**config.mk**
```make
export PLATFORM = sky130hd
export DESIGN_NAME = eq_serial_flat
export DESIGN_NICKNAME = d
export VERILOG_FILES = /design/src/rtl/eq_serial_pkg.sv /design/src/rtl/eq_serial_if.sv /design/src/rtl/eq_bit_cell.sv /design/src/rtl/eq_serial.sv /design/src/flat_wrapper.sv
export SDC_FILE = /design/constraint.sdc
export NUM_CORES = 1
export LEC_CHECK = 0
export ABC_CLOCK_PERIOD_IN_PS = 1500
export BUFFER_PORTS_ARGS = -buffer_cell sky130_fd_sc_hd__buf_2
export CAP_MARGIN = 20
export CORE_MARGIN = 2
export CORE_UTILIZATION = 40
export DETAILED_ROUTE_END_ITERATION = 8
export GPL_ROUTABILITY_DRIVEN = 0
export HOLD_SLACK_MARGIN = 0.1
export SLEW_MARGIN = 20
export SYNTH_ARGS = -nofsm -noshare
export SYNTH_HDL_FRONTEND = slang
export SYNTH_HIERARCHICAL = 1
export SYNTH_SLANG_ARGS = --single-unit
```
**constraint.sdc**
```tcl
create_clock -name clk -period 1.5 [get_ports clk]
set_input_delay 0.3 -clock clk [delete_from_list [all_inputs] [get_ports clk]]
set_output_delay 0.3 -clock clk [all_outputs]
set_load 0.05 [all_outputs]
```
**src/rtl/eq_serial_pkg.sv**
```systemverilog
// Shared definitions for the bit-serial equality comparator: FSM state
// encoding and the default operand width.
package eq_serial_pkg;

    localparam int EQ_W_DEFAULT = 8;

    typedef enum logic [1:0] {
        ST_IDLE  = 2'd0,
        ST_SHIFT = 2'd1,
        ST_DONE  = 2'd2
    } state_t;

endpackage

```
**src/rtl/eq_serial_if.sv**
```systemverilog
// Serial operand / result bundle between the front-end serializer (master)
// and the comparator (slave).
interface eq_serial_if
    import eq_serial_pkg::*;
#(
    parameter int W = EQ_W_DEFAULT
) ();
    localparam int IW = $clog2(W);

    logic          start;
    logic          bit_valid;
    logic          a_bit;
    logic          b_bit;
    logic          busy;
    logic          done;
    logic          eq;
    logic [IW-1:0] mismatch_idx;

    modport master (
        output start, bit_valid, a_bit, b_bit,
        input  busy, done, eq, mismatch_idx
    );

    modport slave (
        input  start, bit_valid, a_bit, b_bit,
        output busy, done, eq, mismatch_idx
    );

endinterface

```
**src/rtl/eq_bit_cell.sv**
```systemverilog
// One-bit equality cell: XNOR written as a sum of products.
module eq_bit_cell (
    input  logic a,
    input  logic b,
    output logic eq
);

    assign eq = (a & b) | (~a & ~b);

endmodule

```
**src/rtl/eq_serial.sv**
```systemverilog
// Bit-serial word comparator: consumes W bit pairs LSB first and reports
// whole-word equality plus the index of the first differing bit.
module eq_serial
    import eq_serial_pkg::*;
#(
    parameter int W = EQ_W_DEFAULT
) (
    input  logic      clk,
    input  logic      reset,
    eq_serial_if.slave bus
);

    localparam int IW = $clog2(W);

    state_t        state_reg;
    state_t        state_next;
    logic          busy_reg;
    logic          busy_next;
    logic          done_reg;
    logic          done_next;
    logic [IW-1:0] cnt_reg;
    logic          acc_reg;
    logic          flag_reg;
    logic          eq_reg;
    logic [IW-1:0] idx_reg;

    logic bit_match;
    logic accept;
    logic consume;
    logic last_bit;
    logic acc_next;

    eq_bit_cell u_cell (
        .a  (bus.a_bit),
        .b  (bus.b_bit),
        .eq (bit_match)
    );

    assign accept   = ((state_reg == ST_IDLE) || (state_reg == ST_DONE)) && bus.start;
    assign consume  = (state_reg == ST_SHIFT) && bus.bit_valid;
    assign last_bit = (cnt_reg == IW'(W - 1));
    assign acc_next = acc_reg & bit_match;

    always_ff @(posedge clk) begin
        if (reset) begin
            state_reg <= ST_IDLE;
        end else begin
            state_reg <= state_next;
        end
    end

    always_comb begin
        state_next = state_reg;
        case (state_reg)
            ST_IDLE:  if (bus.start) state_next = ST_SHIFT;
            ST_SHIFT: if (consume && last_bit) state_next = ST_DONE;
            ST_DONE:  state_next = bus.start ? ST_SHIFT : ST_IDLE;
            default:  state_next = ST_IDLE;
        endcase
    end

    // Status flags are decoded from the next state and registered so that
    // busy/done come straight from flops.
    always_comb begin
        busy_next = (state_next == ST_SHIFT);
        done_next = (state_next == ST_DONE);
    end

    always_ff @(posedge clk) begin
        if (reset) begin
            busy_reg <= 1'b0;
            done_reg <= 1'b0;
        end else begin
            busy_reg <= busy_next;
            done_reg <= done_next;
        end
    end

    always_ff @(posedge clk) begin
        if (reset) begin
            cnt_reg  <= '0;
            acc_reg  <= 1'b1;
            flag_reg <= 1'b0;
            eq_reg   <= 1'b0;
            idx_reg  <= '0;
        end else if (accept) begin
            cnt_reg  <= '0;
            acc_reg  <= 1'b1;
            flag_reg <= 1'b0;
            eq_reg   <= 1'b0;
            idx_reg  <= '0;
        end else if (consume) begin
            acc_reg <= acc_next;
            cnt_reg <= last_bit ? '0 : cnt_reg + IW'(1);
            // Only the first differing position is latched.
            if (!bit_match && !flag_reg) begin
                idx_reg  <= cnt_reg;
                flag_reg <= 1'b1;
            end
            if (last_bit) begin
                eq_reg <= acc_next;
            end
        end
    end

    assign bus.busy         = busy_reg;
    assign bus.done         = done_reg;
    assign bus.eq           = eq_reg;
    assign bus.mismatch_idx = idx_reg;

endmodule
```
**src/flat_wrapper.sv**
```systemverilog
// flat-port wrapper written by rule: the top's interface ports become plain ports
module eq_serial_flat import eq_serial_pkg::*;
#(
    parameter int W = EQ_W_DEFAULT
)
  (clk, reset, bus_start, bus_bit_valid, bus_a_bit, bus_b_bit, bus_busy, bus_done, bus_eq, bus_mismatch_idx);
  eq_serial_if #(.W(W)) bus_i ();
  input  logic clk;
  input  logic reset;
  input wire logic [$bits(bus_i.start)-1:0] bus_start;
  input wire logic [$bits(bus_i.bit_valid)-1:0] bus_bit_valid;
  input wire logic [$bits(bus_i.a_bit)-1:0] bus_a_bit;
  input wire logic [$bits(bus_i.b_bit)-1:0] bus_b_bit;
  output wire logic [$bits(bus_i.busy)-1:0] bus_busy;
  output wire logic [$bits(bus_i.done)-1:0] bus_done;
  output wire logic [$bits(bus_i.eq)-1:0] bus_eq;
  output wire logic [$bits(bus_i.mismatch_idx)-1:0] bus_mismatch_idx;
  assign bus_i.start = bus_start;
  assign bus_i.bit_valid = bus_bit_valid;
  assign bus_i.a_bit = bus_a_bit;
  assign bus_i.b_bit = bus_b_bit;
  assign bus_busy = bus_i.busy;
  assign bus_done = bus_i.done;
  assign bus_eq = bus_i.eq;
  assign bus_mismatch_idx = bus_i.mismatch_idx;
  eq_serial #(.W(W)) u_core (.clk(clk), .reset(reset), .bus(bus_i));
endmodule
```
Yosys cells after proc, flatten, opt, wreduce, memory -nomap -nowiden
Cells that the tools add are included.
Widths: inputs -> output; s select.
{"block": "op_classes", "n_addsub": 1, "n_mul": 0, "n_div": 0, "magnitude_cmp": 0, "n_eq_ne": 5, "n_shift": 0, "muxes": 5, "n_bitwise": 6, "n_reduce_logical": 11}
{"operator": "$pmux 2 s3", "count": 1}
{"operator": "$eq 2x1->1 const B", "count": 2}
{"operator": "$eq 2x2->1 const B", "count": 2}
{"operator": "$logic_and 1x1->1", "count": 4}
{"operator": "$mux 2", "count": 2}
{"operator": "$reduce_and 2->1", "count": 2}
{"operator": "$add 3x1->3 const B", "count": 1}
{"operator": "$and 1x1->1", "count": 3}
{"operator": "$eq 3x3->1 const B", "count": 1}
{"operator": "$mux 3", "count": 1}
{"operator": "$logic_not 1->1", "count": 2}
{"operator": "$logic_not 2->1", "count": 1}
{"operator": "$not 1->1", "count": 2}
{"operator": "$reduce_or 2->1", "count": 1}
{"operator": "$logic_or 1x1->1", "count": 1}
{"operator": "$mux 1", "count": 1}
{"operator": "$or 1x1->1", "count": 1}
{"block": "word_totals", "register_bits": 13, "latch_bits": 0, "mem_bits_rw": 0, "mem_bits_ro": 0, "in_bits": 6, "output_inout_bits": 6, "word_cells": 36, "memories": 0}

Depth between registers and ports, before layout
Gate-level depths: netlist of run 1.
{"block": "logic_depth", "ltp_word": 6, "mapped_depth": 5, "depth_no_buf": 5}

Hierarchy
Netlist of run 1, hierarchy kept.
{"module": "eq_serial", "n_inst": 1, "cells_each": 53, "area_per_inst_um2": 541.8, "seq_area_each_um2": 260.2}
{"module": "eq_bit_cell", "n_inst": 1, "cells_each": 1, "area_per_inst_um2": 8.8, "seq_area_each_um2": 0.0}

Worst setup path before layout of run 1
OpenSTA, ideal clock, no wires.
{"block": "synth_path", "path_kind": "register -> register", "from": "register u_core.cnt_reg[0]", "to": "register u_core.eq_reg, in the netlist u_core/bus.eq", "setup_time_ps": 70, "t_arrival_ps": 1145, "required_time_ps": 1430, "slack_ps": 285, "path_stages_with_launch": 6, "path_buffers": 0, "synth_period_minus_slack_ps": 1215, "cell_sequence": "dfxtp_1 ha_1 ha_1 nand4b_1 or2_0 a21oi_1"}
{"block": "synth_via", "elab_chain_len": 2}
{"element": "start: declaration", "line": "eq_serial.sv:21", "rtl": "logic [IW-1:0] cnt_reg;"}
{"element": "start signal: assignment", "line": "eq_serial.sv:94", "rtl": "cnt_reg <= last_bit ? '0 : cnt_reg + IW'(1);"}
{"element": "$eq 3x3->1", "line": "eq_serial.sv:41", "rtl": "assign last_bit = (cnt_reg == IW'(W - 1));"}
{"element": "$reduce_and 2->1 (no source line)"}
{"element": "end signal: assignment", "line": "eq_serial.sv:101", "rtl": "eq_reg <= acc_next;"}
{"element": "end: declaration", "line": "eq_serial.sv:24", "rtl": "logic eq_reg;"}
No other way between the ends.
A chain may end at the register's enable or synchronous reset.

Worst setup path in the final report of run 1
Ends and elaborated chain as after synthesis.

==> results_dict.tcl, run 1 <==
set metrics [dict create \
    overflow 0 \
    avgSynthCellArea_um2 10.2 \
    drc 0 \
    cts_hold_buf 0 \
    fillers 134 \
    placedInstanceArea_um2 616 \
    worst-path-buf-inv 0 \
    skew_ns 0.00349 \
    first_pass_iters 3 \
    final.setup.tns_ns 0 \
    path_cells "ha_1 > ha_1 > nand4b_1 > or2_0 > a21oi_1" \
    syn-cell-area_um2 551 \
    clkLatencyLatePin_ns 0.27 \
    setup_viol 0 \
    place_hpwl_um 693 \
    final.period_utilization_pct 89.5 \
    slew_violations 0 \
    drt-initial-drc-count 3 \
    status "finished clean" \
    clock-sinks 13 \
    ant_nets 0 \
    portBuffers 11 \
    min-delay-start "reset" \
    htreeDepth 1 \
    grtUsageTotal_pct 14.7 \
    final_area_um2 642 \
    crit_required_ns 1.71 \
    via_count 407 \
    wl_per_cell_um 11.8 \
    yosys.area.top_type "dfxtp_1" \
    rr_worst_depth 5 \
    max_freq_mhz 745 \
    critPathSlowestCell "dfxtp_1" \
    multi_input_comb_area_um2 282 \
    hold_depth 2 \
    worst_slew_pin_slew_ns 0.373 \
    grt_pass1_wl_um 1550 \
    endpoint_kind "register" \
    root_buffer "clkbuf_4" \
    wl_um 966 \
    critPathLaunchType "register" \
    ys_seq_area_share_pct 47.3 \
    antenna_found_initial 0 \
    rr_endpoint "u_core/bus.eq" \
    cp_top_family "simple AND/OR/NAND/NOR gates" \
    clock_path_buffers 2 \
    placement_rows 13 \
    die_h_um 41.1 \
    rsz0062_at_grt "no" \
    synth_fa_ha_area_share_pct 4.55 \
    die_w_um 41.1 \
    cts_setup_buffers 0 \
    cp_max_fo 4 \
    diodes 0 \
    drive_gt1_share_pct 25.4 \
    synth.area.mux_share_pct 9.09 \
    core_mm2 0.00130 \
    syn_nets 62 \
    initial_core_util_pct 42.3 \
    synth_cells 54 \
    hold_path.class "primary input to register" \
    synth_compound_area_share_pct 6.59 \
    ys_warn_count 6 \
    synth_top_family_by_area "simple AND/OR/NAND/NOR gates" \
    netlist.area_leader.share_pct 47.3 \
    slowest_delay_ns 0.37 \
    ir_drop_mv 0.446 \
    area_growth_syn_to_layout_pct 16.6 \
    grt_pass1_vias 384 \
    pwr_density_cell_mw_per_mm2 988 \
    worstReg2RegStart "u_core/cnt_reg[0]" \
    synth_xor_area_share_pct 1.59 \
    regArea_um2 260 \
    cts_tree "built" \
    synthSimpleGateAreaFrac_pct 29.3 \
    worstPathArrival_ns 1.55 \
    final_nets 76 \
    vias_per_cell 4.96 \
    grt_start_max_net_pins 13 \
    power_leakage_nw 0.289 \
    reg2reg_slack_ns 0.16 \
    crit_type "register to register" \
    min_to "u_core/bus.busy" \
    post-route-min-period_ns 1.34 \
    cts_buffers 3 \
    ios 12 \
    ys_ff_latch 13 \
    cts_resized 0 \
    whs_ns 0.313 \
    maxSlewHeadroom_pct 75.2 \
    cap_violations 0 \
    final-hold-violation-count 0 \
    path_clk_slew_ns 0.08 \
    die-area_mm2 0.00169 \
    cp_common_cell "ha_1" \
    synthTopCellsByArea "dfxtp_1 (47%), nand3b_1 (9.5%), mux2i_1 (9.1%)" \
    ys_types 20 \
]
==> routing by layer <==
layer  part of all wire [%]  up-vias  GRT usage, %
met1                     50      185          17.7
met2                     44        7          21.9
met5                      0        -             0
met4                    2.6        0          12.1
li1                       -      211             -
met3                    3.5        4          3.26
==> worst max-delay path by stage <==
stage,from,endpoint,slack [ns],cells past startpoint
5_1_grt,u_core/cnt_reg[0],u_core/bus.eq,0.01,5
6_report,u_core/cnt_reg[0],u_core/bus.eq,0.16,5
3_5_place_dp,u_core/cnt_reg[0],u_core/bus.eq,0.17,5
3_3_place_gp,u_core/cnt_reg[0],u_core/bus.eq,0.23,5
2_1_floorplan,u_core/cnt_reg[0],u_core/bus.eq,0.28,5
4_1_cts,u_core/cnt_reg[0],u_core/bus.eq,0.15,5
==> power by group <==
group	switching, W	internal, W	leakage, nW
clock	0.000110	0.000103	0.0150
combinational	0.0000395	0.0000238	0.169
sequential	0.00000529	0.000352	0.105
==> Yosys cell counts <==
cell,instances
mux2i_1,5
o21a_1,1
a21oi_2,1
clkbuf_1,1
buf_2,1
dfxtp_1,13
o21ai_0,1
and2b_1,1
ha_1,2
nand3b_1,7
or3_1,1
nor3_2,1
nand2b_1,2
nor2_1,5
nand3b_4,1
a21oi_1,3
xnor2_1,1
nand2_1,5
nand4b_1,1
or2_0,1
==> layout by cell type (no fill, tap or decap), types with 2 or more instances in the layout <==
cell / instances
nand2_1: 5
clkbuf_4: 3
ha_1: 2
a21oi_1: 3
dfxtp_1: 13
buf_2: 11
nand3b_1: 7
mux2i_1: 5
nor2_1: 5
nand2b_1: 2
==> area by class of cell <==
cell class	count	area share [%]
multi-input combinational	39	43.9
sequential	13	40.5
timing repair buffer	11	8.58
clock buffer	4	4.09
tap	15	2.92
==> stage by stage <==
stage	total power [W]	setup slack, ns	cells	utilization (%)
6_report	0.000634	0.157	82	49.3
5_1_grt	0.000669	0.0100	82	49.3
4_1_cts	0.000648	0.150	82	49.3
3_5_place_dp	0.000430	0.169	78	47.3
3_3_place_gp	0.000429	0.233	78	47.3
2_1_floorplan	0.000412	0.285	54	-
==> cell families (layout without fill, tap and decap cells) <==
| family | after synthesis | after routing |
|---|---|---|
| compound gates | 6 | 6 |
| xor+xnor | 1 | 1 |
| fa+ha+maj | 2 | 2 |
| buf+inv | 2 | 15 |
| flops | 13 | 13 |
| mux | 5 | 5 |
| simple gates | 25 | 25 |
Power figures use the tool's default switching activity.
==> run 2, diff against run 1 <==
ABC_AREA = 1   (was default)
ABC_CLOCK_PERIOD_IN_PS = 1400   (was 1500)
SYNTH_HIERARCHICAL = default   (was 1)
clock period = 1.4 ns   (was 1.5 ns; I/O delays follow)
==> results_dict.tcl, run 2 <==
set metrics [dict create \
    place_hpwl_um 690 \
    fillers 148 \
    clkPwrFrac_pct 31.8 \
    status "finished clean" \
    p_int_w 0.000521 \
    cp_top_family "flip-flops" \
    wl_per_cell_um 8.69 \
    die-area_mm2 0.00170 \
    worstPathArrival_ns 0.85 \
    grt_start_max_net_pins 10 \
    synth_compound_area_share_pct 12.4 \
    setup_slack_ns 0.270 \
    syn-cell-area_um2 556 \
    path_clk_slew_ns 0.08 \
    drive_gt1_share_pct 26.7 \
    final.period_utilization_pct 80.7 \
    clkLatencyLatePin_ns 0.27 \
    ir_drop_mv 0.624 \
    switching_power_w 0.000184 \
    p_comb_share_pct 13.5 \
    vias_per_cell 4.68 \
    via_count 473 \
    diodes 0 \
    power.total_w 0.000706 \
    setup_viol 0 \
    root_buffer "clkbuf_4" \
    endpoint_kind "output pin" \
    cts_resized 0 \
    wl_um 878 \
    drc 0 \
    synthSimpleGateAreaFrac_pct 27.5 \
    synthTopCellsByArea "dfxtp_1 (47%), nand2_1 (8.1%), inv_1 (7.4%)" \
    slowest_delay_ns 0.32 \
    slew_violations 0 \
    power.share.sequential_pct 54.7 \
    synth_cells 71 \
    hold_depth 2 \
    crit_required_ns 1.12 \
    placement_rows 13 \
    ys_seq_area_share_pct 46.8 \
    synth_most_common_cell "dfxtp_1" \
    synth_top_family_by_area "simple AND/OR/NAND/NOR gates" \
    maxSlewHeadroom_pct 84.3 \
    reg2reg_slack_ns 0.28 \
    synth.area.mux_share_pct 0 \
    ys.flop_type "dfxtp_1" \
    critPathSlowestCell "dfxtp_1" \
    final-hold-violation-count 0 \
    core_mm2 0.00130 \
    antenna_found_initial 0 \
    place_ws_ns 0.296 \
    p_sw_share_pct 26.1 \
    met1_usage_pct 15.6 \
    power_leakage_nw 0.315 \
    synth_fa_ha_area_share_pct 4.50 \
    final.setup.tns_ns 0 \
    rsz0062_at_grt "no" \
    multi_input_comb_area_um2 246 \
    min-delay-start "reset" \
    grtUsageTotal_pct 13.8 \
    ys_types 14 \
    path_cells "buf_2" \
    skew_ns 0.00384 \
    die_h_um 41.3 \
    grt_pass1_vias 382 \
    synth_xor_area_share_pct 0 \
    post-route-min-period_ns 1.13 \
    die_w_um 41.3 \
    max_freq_mhz 885 \
    final_nets 95 \
    worstReg2RegStart "u_core.cnt_reg[0]" \
    regArea_um2 260 \
    rr_endpoint "u_core.cnt_reg[0]" \
    netlist.area_leader.share_pct 46.8 \
    ys_ff_latch 13 \
    synthArstFlopShare_pct 0 \
    worst_slew_pin_slew_ns 0.236 \
    cts_setup_buffers 0 \
    final_cell_mix "dfxtp_1 (13), nand2_1 (12), inv_1 (11), nor2_1 (11), buf_2 (11)" \
    crit_type "register to output pin" \
    ios 12 \
    htreeDepth 1 \
    cts_tree "built" \
    clock-sinks 13 \
    cap_violations 0 \
    yosys.area.top_type "dfxtp_1" \
    rr_worst_depth 5 \
    initial_core_util_pct 42.7 \
    first_pass_iters 5 \
    synth.top_cells.by_count "dfxtp_1 (13), nand2_1 (12), inv_1 (11), nor2_1 (11), a21oi_1 (5)" \
    worst-path-buf-inv 1 \
    layout_commonest_cell "dfxtp_1" \
    min_to "u_core.state_reg[0]" \
    portBuffers 11 \
    cts_buffers 3 \
    critPathLaunchType "register" \
    clock_path_buffers 2 \
    groute.layer.met3.usage_pct 3.26 \
    area_growth_syn_to_layout_pct 18.0 \
    ys_warn_count 0 \
    cp_max_fo 2 \
    grtUsageMet2_pct 20.3 \
    hold_path.class "primary input to register" \
    ant_nets 0 \
    synth_edf_count 0 \
    grt_pass1_wl_um 1440 \
    pwr_density_cell_mw_per_mm2 1080 \
    grt-busiest-layer "met2" \
    overflow 0 \
    drt-initial-drc-count 11 \
    avgSynthCellArea_um2 7.82 \
    cts_hold_buf 0 \
    syn_nets 79 \
]
[run 2: changes by cell type after synthesis, moves of 2 or more]
cell,change
nor2_1,+6
nand2_2,+4
o21ai_0,+2
nand3b_1,-7
inv_1,+11
mux2i_1,-5
nand2_1,+7
nand4_1,+3
a21oi_1,+2
nand2b_1,-2
inv_2,+2
nor2_4,+2
[run 2: worst max path at each step]
stage	slack, ns	depth (start not counted)	endpoint	from
global route	0.17	5	u_core.cnt_reg[0]	u_core.cnt_reg[0]
finish	0.27	1	bus_eq	u_core.bus.eq
CTS	0.25	1	bus_mismatch_idx[2]	u_core.bus.mismatch_idx[2]
global placement	0.32	4	u_core.cnt_reg[2]	u_core.cnt_reg[0]
floorplan	0.35	4	u_core.cnt_reg[2]	u_core.cnt_reg[0]
detailed placement	0.30	4	u_core.cnt_reg[2]	u_core.cnt_reg[0]
[run 2: cell families (layout without fill, tap and decap cells)]
| group | after synthesis | count (layout) |
|---|---|---|
| DFF | 13 | 13 |
| adders and majority gates | 2 | 2 |
| and+or+nand+nor | 32 | 32 |
| AOI/OAI and AO/OA | 11 | 11 |
| buffers and inverters | 13 | 28 |
[run 2: routing by layer]
| metal | part of all wire (%) | vias to the layer above |
|---|---|---|
| met2 | 44 | 12 |
| met5 | 0 | - |
| met4 | 4.6 | 0 |
| met1 | 46 | 204 |
| met3 | 4.8 | 4 |
| li1 | - | 253 |
[run 2: power groups by stage]
stage | registers (W) | logic [W] | clock network, W
2_1_floorplan | 0.000411 | 0.0000548 | 0
3_3_place_gp | 0.000395 | 0.0000961 | 0
3_5_place_dp | 0.000395 | 0.0000970 | 0
4_1_cts | 0.000386 | 0.0000974 | 0.000237
5_1_grt | 0.000388 | 0.000108 | 0.000253
6_report | 0.000386 | 0.0000955 | 0.000224
[run 2: final cells by class]
class	instances	area share [%]
repair buffers	11	8.40
well taps	15	2.86
flip-flops and latches	13	39.7
clock buffers	4	4.01
multi-input cells	45	37.6
inverters	13	7.44
[run 2: metrics by stage]
step	area, µm²	hold slack, ns	util, %	std cells
2_1_floorplan	556	0.349	-	71
3_3_place_gp	629	0.432	48.4	97
3_5_place_dp	629	0.433	48.4	97
4_1_cts	656	0.247	50.4	101
5_1_grt	656	0.265	50.4	101
6_report	656	0.253	50.4	101
